`src/rtl/fpu_arbiter_seq.sv`:
```
// Round-robin arbiter that shares one FPU between two requesters, holds operands for
// the whole operation and returns one tagged result per accepted request.
module fpu_arbiter_seq #(
    parameter int ADD_LAT     = 2,
    parameter int MUL_LAT     = 1,
    parameter int DIV_MIN     = 2,
    parameter int DIV_TIMEOUT = 64
) (
    input  logic        clk,
    input  logic        rst_n,
    input  logic        r0_valid,
    output logic        r0_ready,
    input  logic [1:0]  r0_funct,
    input  logic [31:0] r0_a,
    input  logic [31:0] r0_b,
    input  logic        r1_valid,
    output logic        r1_ready,
    input  logic [1:0]  r1_funct,
    input  logic [31:0] r1_a,
    input  logic [31:0] r1_b,
    output logic [1:0]  fpu_funct,
    output logic [31:0] fpu_a,
    output logic [31:0] fpu_b,
    input  logic [31:0] fpu_o,
    input  logic        fpu_div_fin,
    output logic        resp_valid,
    input  logic        resp_ready,
    output logic        resp_id,
    output logic [31:0] resp_data,
    output logic        resp_timeout
);

    localparam int LAT_MAX = (ADD_LAT > MUL_LAT) ? ADD_LAT : MUL_LAT;
    localparam int CW      = (LAT_MAX > 1) ? $clog2(LAT_MAX) : 1;
    localparam int WW      = (DIV_TIMEOUT > 1) ? $clog2(DIV_TIMEOUT) : 1;

    localparam logic [CW-1:0] ADD_LOAD   = CW'(ADD_LAT - 1);
    localparam logic [CW-1:0] MUL_LOAD   = CW'(MUL_LAT - 1);
    localparam logic [WW-1:0] WCNT_MIN   = WW'(DIV_MIN);
    localparam logic [WW-1:0] WCNT_LAST  = WW'(DIV_TIMEOUT - 1);
    localparam logic [31:0]   QNAN       = 32'h7FC0_0000;
    localparam logic [1:0]    FUNCT_DIV  = 2'd2;
    localparam logic [1:0]    FUNCT_MUL  = 2'd3;

    localparam logic [1:0] IDLE = 2'd0;
    localparam logic [1:0] EXEC = 2'd1;
    localparam logic [1:0] RESP = 2'd2;

    logic [1:0]    state_q, state_d;
    logic          last_grant_q, last_grant_d;
    logic [1:0]    funct_q, funct_d;
    logic [31:0]   a_q, a_d;
    logic [31:0]   b_q, b_d;
    logic [CW-1:0] cnt_q, cnt_d;
    logic [WW-1:0] wcnt_q, wcnt_d;
    logic          resp_id_q, resp_id_d;
    logic [31:0]   resp_data_q, resp_data_d;
    logic          resp_timeout_q, resp_timeout_d;

    logic          grant_id;
    logic          accept;
    logic [1:0]    sel_funct;
    logic [31:0]   sel_a;
    logic [31:0]   sel_b;
    logic          fin_ok;

    // With both requesting, the one that did not win last time goes next.
    always_comb begin
        grant_id = 1'b0;
        if (r0_valid && r1_valid) begin
            grant_id = ~last_grant_q;
        end else if (r1_valid) begin
            grant_id = 1'b1;
        end
    end

    // Gated by rst_n so a requester sees no ready while reset is held.
    assign r0_ready = rst_n && (state_q == IDLE) && r0_valid && !grant_id;
    assign r1_ready = rst_n && (state_q == IDLE) && r1_valid &&  grant_id;
    assign accept   = r0_ready || r1_ready;

    assign sel_funct = grant_id ? r1_funct : r0_funct;
    assign sel_a     = grant_id ? r1_a     : r0_a;
    assign sel_b     = grant_id ? r1_b     : r0_b;

    // Finish flag may be stale from a previous divide during the first DIV_MIN cycles.
    assign fin_ok = (wcnt_q >= WCNT_MIN) && fpu_div_fin;

    always_comb begin
        state_d        = state_q;
        last_grant_d   = last_grant_q;
        funct_d        = funct_q;
        a_d            = a_q;
        b_d            = b_q;
        cnt_d          = cnt_q;
        wcnt_d         = wcnt_q;
        resp_id_d      = resp_id_q;
        resp_data_d    = resp_data_q;
        resp_timeout_d = resp_timeout_q;

        case (state_q)
            IDLE: begin
                if (accept) begin
                    funct_d      = sel_funct;
                    a_d          = sel_a;
                    b_d          = sel_b;
                    resp_id_d    = grant_id;
                    last_grant_d = grant_id;
                    wcnt_d       = '0;
                    if (sel_funct == FUNCT_DIV) begin
                        cnt_d = '0;
                    end else if (sel_funct == FUNCT_MUL) begin
                        cnt_d = MUL_LOAD;
                    end else begin
                        cnt_d = ADD_LOAD;
                    end
                    state_d = EXEC;
                end
            end
            EXEC: begin
                if (funct_q == FUNCT_DIV) begin
                    if (fin_ok) begin
                        resp_data_d    = fpu_o;
                        resp_timeout_d = 1'b0;
                        state_d        = RESP;
                    end else if (wcnt_q == WCNT_LAST) begin
                        resp_data_d    = QNAN;
                        resp_timeout_d = 1'b1;
                        state_d        = RESP;
                    end else begin
                        wcnt_d = wcnt_q + WW'(1);
                    end
                end else if (cnt_q == '0) begin
                    resp_data_d    = fpu_o;
                    resp_timeout_d = 1'b0;
                    state_d        = RESP;
                end else begin
                    cnt_d = cnt_q - CW'(1);
                end
            end
            RESP: begin
                if (resp_ready) begin
                    state_d = IDLE;
                end
            end
            default: begin
                state_d = IDLE;
            end
        endcase
    end

    always_ff @(posedge clk or negedge rst_n) begin
        if (!rst_n) begin
            state_q        <= IDLE;
            last_grant_q   <= 1'b1;
            funct_q        <= '0;
            a_q            <= '0;
            b_q            <= '0;
            cnt_q          <= '0;
            wcnt_q         <= '0;
            resp_id_q      <= 1'b0;
            resp_data_q    <= '0;
            resp_timeout_q <= 1'b0;
        end else begin
            state_q        <= state_d;
            last_grant_q   <= last_grant_d;
            funct_q        <= funct_d;
            a_q            <= a_d;
            b_q            <= b_d;
            cnt_q          <= cnt_d;
            wcnt_q         <= wcnt_d;
            resp_id_q      <= resp_id_d;
            resp_data_q    <= resp_data_d;
            resp_timeout_q <= resp_timeout_d;
        end
    end

    assign fpu_funct    = funct_q;
    assign fpu_a        = a_q;
    assign fpu_b        = b_q;
    assign resp_valid   = (state_q == RESP);
    assign resp_id      = resp_id_q;
    assign resp_data    = resp_data_q;
    assign resp_timeout = resp_timeout_q;

endmodule

```
`config.mk`:
```
export PLATFORM = sky130hd
export DESIGN_NAME = fpu_arbiter_seq
export DESIGN_NICKNAME = d
export VERILOG_FILES = /design/src/rtl/fpu_arbiter_seq.sv
export SDC_FILE = /design/constraint.sdc
export NUM_CORES = 1
export LEC_CHECK = 0
export CORE_MARGIN = 10
export CORE_UTILIZATION = 41
export DETAILED_ROUTE_END_ITERATION = 8
export GPL_ROUTABILITY_DRIVEN = 0
export PLACE_DENSITY = 0.9
export SLEW_MARGIN = 15
export SYNTH_ARGS = -nofsm -noshare
export SYNTH_HDL_FRONTEND = slang
export SYNTH_SLANG_ARGS = --single-unit
```
`constraint.sdc`:
```
create_clock -name clk -period 6.64 [get_ports clk]
set_clock_uncertainty 0.05 [all_clocks]
set_input_delay 0.996 -clock clk [delete_from_list [all_inputs] [get_ports clk]]
set_output_delay 0.996 -clock clk [all_outputs]
set_load 0.02 [all_outputs]
```
==> impl_metrics.toml <==
[status]
outcome = "finished clean"

[clock_tree]
cts-buffers-inserted = 9
htree_levels = 3
clk_path_buf_depth = 2
holdBufCountCts = 0
cts_sinks = 110
postCtsSetupBuffers = 0
cts_resized = 0
cts.clk_slew.worst_paths_ns = 0.07
clkLatencyLatePin_ns = 0.35
cts_tree = "yes"
cts_root_buf = "clkbuf_16"

[yosys]
async_flop_share_pct = 100
syn_nets = 599
yosysMostFrequentCell = "dfrtp_1"
synthTopCellsByArea = "dfrtp_1 57%, mux2i_1 14%, o21ai_0 7.3%, nand2_1 5.7%, a22o_1 4.2%"
yosysWarnings = 0
yosys_register_bits = 110
syn_inst = 427
synth_area_per_cell_um2 = 11.2
yosysUniqueCellTypes = 39
netlist_top_cells_count = "109 x dfrtp_1, 73 x nand2_1, 70 x o21ai_0"
synth_largest_area_cell = "dfrtp_1"
synth_top_cell_area_share_pct = 56.8
synth_flop_cell = "dfrtp_1"
synthesis.area_mm2 = 0.00480
yosysSeqAreaShare_pct = 57.4
synth_edf_count = 0

[timing]
fin_crit_sh_pct = 65.9
finalHoldViolations = 0
min_period_ns = 4.37
slew_violations = 0
setup_tns_ns = 0
rsz0062_at_grt = "false"
worst_pin_slew_ns = 1.11
relSlewSlack_pct = 25.9
fmax_ghz = 0.229
setup_viol = 0
finalWorstSetupSlack_ns = 2.27

[critical_path]
critPathMaxFanout = 67
crit_path_start = "r1_valid"
critPathRequiredTime_ns = 5.59
cp.arrival_ns = 3.33
critPathKind = "in2out"
r2r-start = "wcnt_q[0]"
worstSetupStartpointType = "primary input"
worstSetupEndpointType = "output pin"

[hold_path]
hp-class = "reg2reg"
min_from = "fpu_b[6]"

[global_route]
first_global_vias = 4660
overflow = 0
antenna_found_initial = 0
grt_pass1_wl_mm = 24.6
grt_max_degree = 134
grt_use_total_pct = 18.9

[die]
fp-row-count = 39
die_h_um = 128
core_area_mm2 = 0.0114
die_w_um = 128
ioPinCount = 273
die-area_mm2 = 0.0164
initial_core_util_pct = 42.0

[placed_design]
place_ws_ns = 2.20
post-dp-hpwl_mm = 12.6
portBuffers = 272

[drt]
ant_nets = 0
drtIter0Drc = 258
first_pass_iters = 4
vias_per_cell = 5.19
via_count = 4324
drt-total-wl_mm = 15.9
wire_per_inst_um = 19.1
drc = 0

[power]
p_leak_uw = 0.00338
power.density_mw_per_mm2 = 429
peakVddDrop_v = 0.000342

[final_layout]
n_antenna_cell = 0
final_nets = 857
drive_gt1_share_pct = 4.35
area_delta_synth_final_pct = 64.9

[job]
drv_cap = 0
## worst max-delay path, cell delays in order
cell and delay (ns):
clkdlybuf4s50_1 0.58, a21boi_4 0.21, buf_4 0.80, nor2_1 0.11, clkdlybuf4s50_1 0.61
## stage by stage
step	cell area, um2	hold WS [ns]	util [%]	total power [uW]	cells
floorplan	4800	0.441	-	2010	427
global placement	7620	0.411	66.8	2830	817
global route	7920	0.457	69.4	3600	833
finish	7920	0.429	69.4	3400	833
CTS	7920	0.434	69.4	3440	833
detailed placement	7620	0.420	66.8	2900	817
## sequential cells by signal (all words and copies together) (netlist names), 2 cells and up
signal,cells
fpu_a,32
fpu_b,32
fpu_funct,2
resp_data,32
state_q,2
wcnt_q,6
## logic make-up (layout without fill, tap and decap cells)
kind of cell    after synthesis  count (layout)  share of synthesized area [%]
fa+ha+maj                     2               2                          0.521
simple gates                 92              92                           8.26
compound gates              125             125                           17.0
mux                          68              68                           14.2
buf+inv                      30             293                           2.66
flops                       110             110                           57.4
## path summary, 6_finish.rpt
| path | to | slack, ns | cells after the start |
|---|---|---|---|
| max reg2reg | state_q[1] | 3.84 | 6 |
| min | fpu_b[6] | 0.43 | 2 |
| min in group asynchronous | resp_data[24] | 0.62 | 1 |
| min reg2reg | fpu_b[6] | 0.43 | 2 |
| max in group asynchronous | resp_data[17] | 4.71 | 2 |
| max | r0_ready | 2.27 | 5 |
## routing by layer
layer  GRT usage (%)  routed length [um]
met5               0                   0
met4            7.09                 288
met3            8.56                1740
met2            32.9                8050
met1            19.4                5860
## power breakdown
group,switching (uW),internal (uW)
logic,884,826
clock network,230,302
registers,178,977
total,1290,2100
## placed cells by master (no fill, tap or decap), types with 2 or more instances in the layout
master / instances
buf_4: 4
nor3_1: 2
o21a_1: 3
o21ai_0: 70
clkinv_2: 2
nand2_1: 73
o31a_2: 2
o31ai_1: 2
or4_1: 4
ha_1: 2
inv_1: 2
clkbuf_1: 2
nor2_1: 2
mux2i_1: 68
a22o_1: 23
dfrtp_1: 109
nand2b_1: 3
clkdlybuf4s50_1: 271
clkbuf_16: 9
o22a_1: 9
a21oi_1: 6
## final cells by class
class                           count  area [um2]
Fill cell                         830        3500
Sequential cell                   110        2750
Timing Repair Buffer              275        2740
Multi-Input combinational cell    287        1940
Clock buffer                       12         246
Tap cell                          143         179
Clock inverter                      4        47.5
Inverter                            2        7.51
(Power assumes the default switching activity.)
